`src/rtl/motor_pkg.sv`:
```
// Shared motor-drive types: quadrature step classification and direction encoding.
// The direction constants match the PWM driver's direction input.
package motor_pkg;

  typedef enum logic [1:0] {
    STEP_NONE,
    STEP_FWD,
    STEP_REV,
    STEP_ERR
  } step_t;

  localparam logic DIR_CW  = 1'b1;
  localparam logic DIR_ACW = 1'b0;

  // X4 decode. Clockwise order is 00 -> 01 -> 11 -> 10 -> 00.
  // Any change of both bits at once is not a legal quadrature transition.
  function automatic step_t decode_step(input logic [1:0] prev_ab,
                                        input logic [1:0] curr_ab);
    step_t res;
    case ({prev_ab, curr_ab})
      4'b0001, 4'b0111, 4'b1110, 4'b1000: res = STEP_FWD;
      4'b0010, 4'b1011, 4'b1101, 4'b0100: res = STEP_REV;
      default: res = (prev_ab == curr_ab) ? STEP_NONE : STEP_ERR;
    endcase
    return res;
  endfunction

endpackage

```
`src/rtl/enc_input_filter.sv`:
```
// One encoder channel: 2-flop synchroniser followed by a stability filter.
// `ready` rises once enough cycles have passed since reset for `level` to track the pin.
module enc_input_filter #(
  parameter int FILT_LEN = 3
) (
  input  logic clk,
  input  logic reset,
  input  logic enc_in,
  output logic level,
  output logic ready
);

  localparam int CNT_W  = (FILT_LEN > 1) ? $clog2(FILT_LEN) : 1;
  localparam int WARM   = FILT_LEN + 2;
  localparam int WARM_W = $clog2(WARM + 1);

  localparam logic [CNT_W-1:0]  CNT_LAST  = CNT_W'(FILT_LEN - 1);
  localparam logic [WARM_W-1:0] WARM_LAST = WARM_W'(WARM);

  logic              sync_p0;
  logic              sync_p1;
  logic [CNT_W-1:0]  stable_cnt;
  logic [WARM_W-1:0] warm_cnt;

  assign ready = (warm_cnt == WARM_LAST);

  always_ff @(posedge clk) begin
    if (reset) begin
      sync_p0    <= 1'b0;
      sync_p1    <= 1'b0;
      stable_cnt <= '0;
      level      <= 1'b0;
      warm_cnt   <= '0;
    end else begin
      sync_p0 <= enc_in;
      sync_p1 <= sync_p0;

      // Level follows only after FILT_LEN consecutive differing samples; any bounce restarts.
      if (sync_p1 != level) begin
        if (stable_cnt == CNT_LAST) begin
          level      <= sync_p1;
          stable_cnt <= '0;
        end else begin
          stable_cnt <= stable_cnt + CNT_W'(1);
        end
      end else begin
        stable_cnt <= '0;
      end

      if (!ready) begin
        warm_cnt <= warm_cnt + WARM_W'(1);
      end
    end
  end

endmodule

```
`src/rtl/quad_encoder_decoder.sv`:
```
// Quadrature encoder readback: filtered A/B inputs, X4 decode, wrapping position,
// windowed speed measurement and a sticky illegal-transition flag.
module quad_encoder_decoder
  import motor_pkg::*;
#(
  parameter int POS_W         = 16,
  parameter int SPD_W         = 16,
  parameter int FILT_LEN      = 3,
  parameter int WINDOW_CYCLES = 50000
) (
  input  logic                    clk,
  input  logic                    reset,
  input  logic                    enc_a,
  input  logic                    enc_b,
  input  logic                    pos_clear,
  input  logic                    error_clear,
  output logic signed [POS_W-1:0] position,
  output logic                    direction,
  output logic                    step_valid,
  output logic signed [SPD_W-1:0] speed,
  output logic                    speed_valid,
  output logic                    enc_error
);

  localparam int WIN_W = (WINDOW_CYCLES > 2) ? $clog2(WINDOW_CYCLES) : 1;
  localparam logic [WIN_W-1:0] WIN_LAST = WIN_W'(WINDOW_CYCLES - 1);

  localparam logic signed [SPD_W:0]   SUM_MAX = $signed({2'b00, {(SPD_W-1){1'b1}}});
  localparam logic signed [SPD_W:0]   SUM_MIN = -SUM_MAX;
  localparam logic signed [SPD_W-1:0] SPD_MAX = SUM_MAX[SPD_W-1:0];
  localparam logic signed [SPD_W-1:0] SPD_MIN = SUM_MIN[SPD_W-1:0];

  function automatic logic signed [SPD_W-1:0] sat_add(input logic signed [SPD_W-1:0] a,
                                                      input logic signed [1:0]       d);
    logic signed [SPD_W:0] sum;
    sum = $signed({a[SPD_W-1], a}) + $signed({{(SPD_W-1){d[1]}}, d});
    if (sum > SUM_MAX) begin
      return SPD_MAX;
    end else if (sum < SUM_MIN) begin
      return SPD_MIN;
    end
    return sum[SPD_W-1:0];
  endfunction

  logic              filt_a;
  logic              filt_b;
  logic              rdy_a;
  logic              rdy_b;
  logic [1:0]        ab_p0;
  logic [1:0]        prev_ab;
  logic              primed;
  step_t             step_p0;
  step_t             step_p1;
  logic signed [1:0] step_delta;
  logic [WIN_W-1:0]  win_cnt;
  logic signed [SPD_W-1:0] acc;

  enc_input_filter #(.FILT_LEN(FILT_LEN)) u_filt_a (
    .clk    (clk),
    .reset  (reset),
    .enc_in (enc_a),
    .level  (filt_a),
    .ready  (rdy_a)
  );

  enc_input_filter #(.FILT_LEN(FILT_LEN)) u_filt_b (
    .clk    (clk),
    .reset  (reset),
    .enc_in (enc_b),
    .level  (filt_b),
    .ready  (rdy_b)
  );

  // ---- stage p0 -> p1: decode against the previous filtered level ----
  assign ab_p0   = {filt_a, filt_b};
  assign step_p0 = decode_step(prev_ab, ab_p0);

  always_ff @(posedge clk) begin
    if (reset) begin
      primed  <= 1'b0;
      prev_ab <= 2'b00;
      step_p1 <= STEP_NONE;
    end else if (!primed) begin
      // First valid filtered sample is only a baseline, never a step.
      step_p1 <= STEP_NONE;
      if (rdy_a && rdy_b) begin
        primed  <= 1'b1;
        prev_ab <= ab_p0;
      end
    end else begin
      prev_ab <= ab_p0;
      step_p1 <= step_p0;
    end
  end

  // ---- stage p1 -> p2: position, direction, error, speed ----
  always_comb begin
    step_delta = 2'sb00;
    case (step_p1)
      STEP_FWD: step_delta = 2'sb01;
      STEP_REV: step_delta = 2'sb11;
      default:  step_delta = 2'sb00;
    endcase
  end

  always_ff @(posedge clk) begin
    if (reset) begin
      position   <= '0;
      direction  <= DIR_CW;
      step_valid <= 1'b0;
      enc_error  <= 1'b0;
    end else begin
      step_valid <= (step_p1 == STEP_FWD) || (step_p1 == STEP_REV);

      // Clear takes priority over a coincident step.
      if (pos_clear) begin
        position <= '0;
      end else if (step_p1 == STEP_FWD) begin
        position <= position + POS_W'(1);
      end else if (step_p1 == STEP_REV) begin
        position <= position - POS_W'(1);
      end

      if (step_p1 == STEP_FWD) begin
        direction <= DIR_CW;
      end else if (step_p1 == STEP_REV) begin
        direction <= DIR_ACW;
      end

      if (step_p1 == STEP_ERR) begin
        enc_error <= 1'b1;
      end else if (error_clear) begin
        enc_error <= 1'b0;
      end
    end
  end

  // Steps discarded by pos_clear still count here.
  always_ff @(posedge clk) begin
    if (reset) begin
      win_cnt     <= '0;
      acc         <= '0;
      speed       <= '0;
      speed_valid <= 1'b0;
    end else begin
      speed_valid <= 1'b0;
      if (win_cnt == WIN_LAST) begin
        win_cnt     <= '0;
        acc         <= '0;
        speed       <= sat_add(acc, step_delta);
        speed_valid <= 1'b1;
      end else begin
        win_cnt <= win_cnt + WIN_W'(1);
        acc     <= sat_add(acc, step_delta);
      end
    end
  end

endmodule

```
`config.mk`:
```
export PLATFORM = sky130hd
export DESIGN_NAME = quad_encoder_decoder
export DESIGN_NICKNAME = d
export VERILOG_FILES = /design/src/rtl/motor_pkg.sv /design/src/rtl/enc_input_filter.sv /design/src/rtl/quad_encoder_decoder.sv
export SDC_FILE = /design/constraint.sdc
export NUM_CORES = 1
export LEC_CHECK = 0
export ABC_AREA = 1
export CAP_MARGIN = 15
export CORE_MARGIN = 1.5
export CORE_UTILIZATION = 62
export CTS_CLUSTER_DIAMETER = 80
export DETAILED_ROUTE_END_ITERATION = 7
export PLACE_DENSITY = 0.84
export SLEW_MARGIN = 20
export SYNTH_ARGS = -nofsm -noshare
export SYNTH_HDL_FRONTEND = slang
export SYNTH_SLANG_ARGS = --single-unit
```
`constraint.sdc`:
```
create_clock -name clk -period 9.55 [get_ports clk]
set_input_delay 1.4325 -clock clk [delete_from_list [all_inputs] [get_ports clk]]
set_output_delay 1.4325 -clock clk [all_outputs]
set_load 0.005 [all_outputs]
```
==> results.md <==
- GR Layer Usage met3: 3.91%
- Resized Gates After CTS: 0
- Horizontal die dimension: 95.5 µm
- Flip-flop and latch count after synthesis: 89
- Count of vias placed by the detailed router: 5015
- Final net count: ~860
- Worst hold endpoint: u_filt_a.sync_p1$_SDFF_PP0_
- Power per standard cell area: about 110 nW/µm²
- Part of the total power dissipated in sequential elements: 56.6%
- Startpoint of the most critical hold path: u_filt_a.sync_p0$_SDFF_PP0_
- Drc violations: 0
- Switching part of the total: 24.2%
- TritonCTS Sinks: 89
- Mapped Avg Cell Area: 6.72 µm²
- Clock Power Share: 40.3%
- Met1 Resource Use GR: 35.4%
- Hold-fix buffer count after cts: 0
- Maximum vdd ir drop: approximately 110 µV
- Crit path capture type: register
- CTS root buf: sky130_fd_sc_hd__clkbuf_8
- Worst setup slack after placement: 5.12 ns
- Die height: 95.5 µm
- EDFF count, synth: 0
- Gr usage total: between 20 and 30%
- Net Switching: 163 µW
- Setup slack after layout: 5.47 ns
- Floorplan die area: 9130 µm²
- Internal: 510 µW
- Global-route wire length before repair: between 20000 and 25000 µm
- Cell area after technology mapping: 5310 µm²
- Total leakage power: 0.00291 µW
- # rows: 33
- Post CTS Setup Buffer Count: 0
- Fin Clk Skew: ~0.014 ns
- Max-cap viol count: 0
- Crit-path max FO: 29
- Clock buffer count from CTS: 9
- Portion of the clock cycle consumed by the worst path in the final layout: 42.7%
- Worst r2r path cells: 18
- Syn_nets: 824
- Final Setup Violations: 0
- TNS Setup: 0 ns
- Clock tree from TritonCTS: done
- Launch point of the worst reg-to-reg path: step_p1[0]$_SDFF_PP0_
- Share of post-route cells with drive strength above 1: under 10%
- Cell count after synthesis: 790
- Worst Setup SP: step_p1[0]$_SDFF_PP0_
- Ys async rst share: 0%
- Overall routed net length: 12300 µm
- Depth of the CTS H-tree: 3
- Final Hold Fails: 0
- Remaining Overflow, GRT: 0
- Minimum clock period after layout: 4.08 ns
- Insertion delay to the later sink of the worst-skew pair: 0.36 ns
- Sequential fraction of the synthesis area: 33.6%
- Initial Utilization: 64.3%
- Pin count of the biggest net entering global routing: 32
- Top flip-flop cell by instance count after synthesis: sky130_fd_sc_hd__dfxtp_1
- Flop-to-flop setup slack: 5.47 ns
- Worst setup path category: reg -> reg
- Initial DRT Pass Iterations: 4
- Utilization after layout: 72.2%
- Routability congestion estimate: 1.02
- Clk pin slew, worst setup/hold paths: 0.10 ns
- Max clock buf depth: 2
- Number of synthesis warnings: 0
- Antenna Diode Count: 0
- Relative slew slack: 31.0%
- Hold path cells: 2
- # IOs: 42
- Critical Path Start Type: register
- Number of nets still failing antenna checks after routing: 0
- Routing usage on met2: between 50% and 60%
- Distinct cells, synth: 45
- Post-detailed-route via-to-cell ratio: between 5 and 6
- Final routed wire length divided by cell count: 13.2 µm
- Setup repair after global routing missed its margin: no
- Number of antenna violations at the first check in global routing: 0
- Area of the core: 8260 µm²
- Worst min-delay path class: reg -> reg
- Critical path arrival: 4.38 ns
- Post-detail-place hpwl: 9070 µm
- Result of the run: completed
- Required time of the critical path: 9.85 ns
- Achievable clock frequency: between 0.2 and 0.25 GHz
- Reg2reg end: speed[0]$_SDFFE_PP0P_
- Transition time at the pin with the least slew margin: 1.03 ns
- Number of global-route vias before repair: 4833
- Synth-to-layout area growth: 12.2%
- Part of the power in combinational logic: ~3.1%
- Iter 0 DRT Violations: 236
- Port Buffer Count: 41
- Number of pins with negative max-slew slack in the final report: 0
- Busiest grt layer: met2
[flip-flops by register name (all words and copies together), names as in the netlist, 2 cells and up]
signal	cells
acc	16
position	16
prev_ab	2
speed	16
step_p1	2
u_filt_a.stable_cnt	2
u_filt_a.warm_cnt	3
u_filt_b.stable_cnt	2
u_filt_b.warm_cnt	3
win_cnt	16
[power by group through the flow]
stage | combinational (µW) | clock [µW] | sequential (µW)
2_1_floorplan | 14.2 | 0 | 388
3_3_place_gp | 19.0 | 0 | 388
3_5_place_dp | 20.6 | 0 | 389
4_1_cts | 21.3 | 275 | 380
5_1_grt | 23.9 | 293 | 381
6_report | 21.0 | 271 | 380
[logic make-up (layout without fill, tap and decap cells)]
logic type / after synthesis / in the layout / share of synthesized area (%)
AOI/OAI and AO/OA: 116 / 116 / 12.6
DFF: 89 / 89 / 33.6
adders and majority gates: 28 / 28 / 6.74
xor gates and xnor gates: 20 / 20 / 3.44
and+or+nand+nor: 409 / 409 / 33.8
buffers and inverters: 128 / 168 / 9.90
[area by class of cell]
| type | count | area, µm² |
|---|---|---|
| repair buffers | 43 | 425 |
| well taps | 105 | 131 |
| flip-flops and latches | 89 | 1780 |
| fillers | 699 | 2300 |
| clock buffers | 9 | 124 |
| clock inverters | 7 | 82.6 |
| inverters | 109 | 409 |
| multi-input cells | 573 | 3010 |
[per-stage QoR]
stage / hold WS, ns / total power, µW / instances / instance area, µm²
2_1_floorplan: 0.388 / 402 / 790 / 5310
6_report: 0.410 / 672 / 935 / 5960
5_1_grt: 0.437 / 698 / 935 / 5960
4_1_cts: 0.411 / 677 / 935 / 5960
3_3_place_gp: 0.399 / 407 / 919 / 5750
3_5_place_dp: 0.397 / 409 / 919 / 5750
[critical path, stage by stage (launching register included)]
cell and delay [ns]:
sky130_fd_sc_hd__dfxtp_1 0.37, sky130_fd_sc_hd__inv_1 0.07, sky130_fd_sc_hd__ha_1 0.59, sky130_fd_sc_hd__clkinv_1 0.57, sky130_fd_sc_hd__ha_1 0.42, sky130_fd_sc_hd__ha_1 0.19, sky130_fd_sc_hd__inv_1 0.05, sky130_fd_sc_hd__nand2_1 0.09
sky130_fd_sc_hd__nand3_1 0.12, sky130_fd_sc_hd__nand2_1 0.10, sky130_fd_sc_hd__nand3_1 0.12, sky130_fd_sc_hd__nand3_2 0.09, sky130_fd_sc_hd__inv_2 0.07, sky130_fd_sc_hd__o21ai_4 0.05, sky130_fd_sc_hd__xor2_2 0.24, sky130_fd_sc_hd__nand2_2 0.42
sky130_fd_sc_hd__nand3b_1 0.27, sky130_fd_sc_hd__nand2_1 0.07, sky130_fd_sc_hd__nand2_1 0.10
[cells in the final DEF (no fill, tap or decap), types with 3 or more instances in the layout]
cell type                         count
sky130_fd_sc_hd__nand2_1            215
sky130_fd_sc_hd__inv_1               98
sky130_fd_sc_hd__nor2_1              92
sky130_fd_sc_hd__dfxtp_1             89
sky130_fd_sc_hd__a21oi_1             55
sky130_fd_sc_hd__nand3_1             42
sky130_fd_sc_hd__clkdlybuf4s50_1     41
sky130_fd_sc_hd__o21ai_0             34
sky130_fd_sc_hd__ha_1                27
sky130_fd_sc_hd__nor3_1              14
sky130_fd_sc_hd__xor2_1              14
sky130_fd_sc_hd__nand2_4             11
sky130_fd_sc_hd__a21oi_2             10
sky130_fd_sc_hd__clkbuf_8             9
sky130_fd_sc_hd__nand4_1              8
sky130_fd_sc_hd__inv_2                7
sky130_fd_sc_hd__nand2_2              6
sky130_fd_sc_hd__nor2_2               6
sky130_fd_sc_hd__xnor2_1              5
sky130_fd_sc_hd__clkinv_1             4
sky130_fd_sc_hd__o211ai_1             4
sky130_fd_sc_hd__nor2_4               3
sky130_fd_sc_hd__nor4_1               3
sky130_fd_sc_hd__inv_6                3
[cell usage after synthesis (4+ instances only)]
cell type,count,area (µm²)
sky130_fd_sc_hd__o211ai_1,4,30.0
sky130_fd_sc_hd__buf_2,5,25.0
sky130_fd_sc_hd__inv_1,98,368
sky130_fd_sc_hd__clkbuf_1,7,26.3
sky130_fd_sc_hd__nor2_1,92,345
sky130_fd_sc_hd__o21ai_0,34,170
sky130_fd_sc_hd__nand4_1,8,50.1
sky130_fd_sc_hd__clkinv_1,4,15.0
sky130_fd_sc_hd__nand3_1,42,210
sky130_fd_sc_hd__nor2_2,6,37.5
sky130_fd_sc_hd__nand2_4,11,124
sky130_fd_sc_hd__ha_1,27,338
sky130_fd_sc_hd__xnor2_1,5,43.8
sky130_fd_sc_hd__xor2_1,14,123
sky130_fd_sc_hd__nand2_1,216,811
sky130_fd_sc_hd__nand2_2,5,31.3
sky130_fd_sc_hd__a21oi_2,10,87.6
sky130_fd_sc_hd__a21oi_1,55,275
sky130_fd_sc_hd__nor3_1,14,70.1
sky130_fd_sc_hd__dfxtp_1,89,1780
sky130_fd_sc_hd__inv_2,7,26.3
[how the worst max path moves through the flow]
stage	cells past startpoint	endpoint	slack, ns
after floorplan	25	speed[6]$_SDFFE_PP0P_	6.51
after CTS	18	speed[0]$_SDFFE_PP0P_	5.07
after detailed placement	17	acc[0]$_SDFF_PP0_	5.12
after global placement	17	acc[0]$_SDFF_PP0_	5.27
after global routing	18	speed[0]$_SDFFE_PP0P_	5.05
final	18	speed[0]$_SDFFE_PP0P_	5.47
[routing by layer]
metal	vias to the layer above	share of wire [%]
met4	0	2.5
met2	122	49
met5	-	0
li1	2571	-
met1	2296	44
met3	26	4.0
Note: power is estimated with default switching activity, not from simulation.
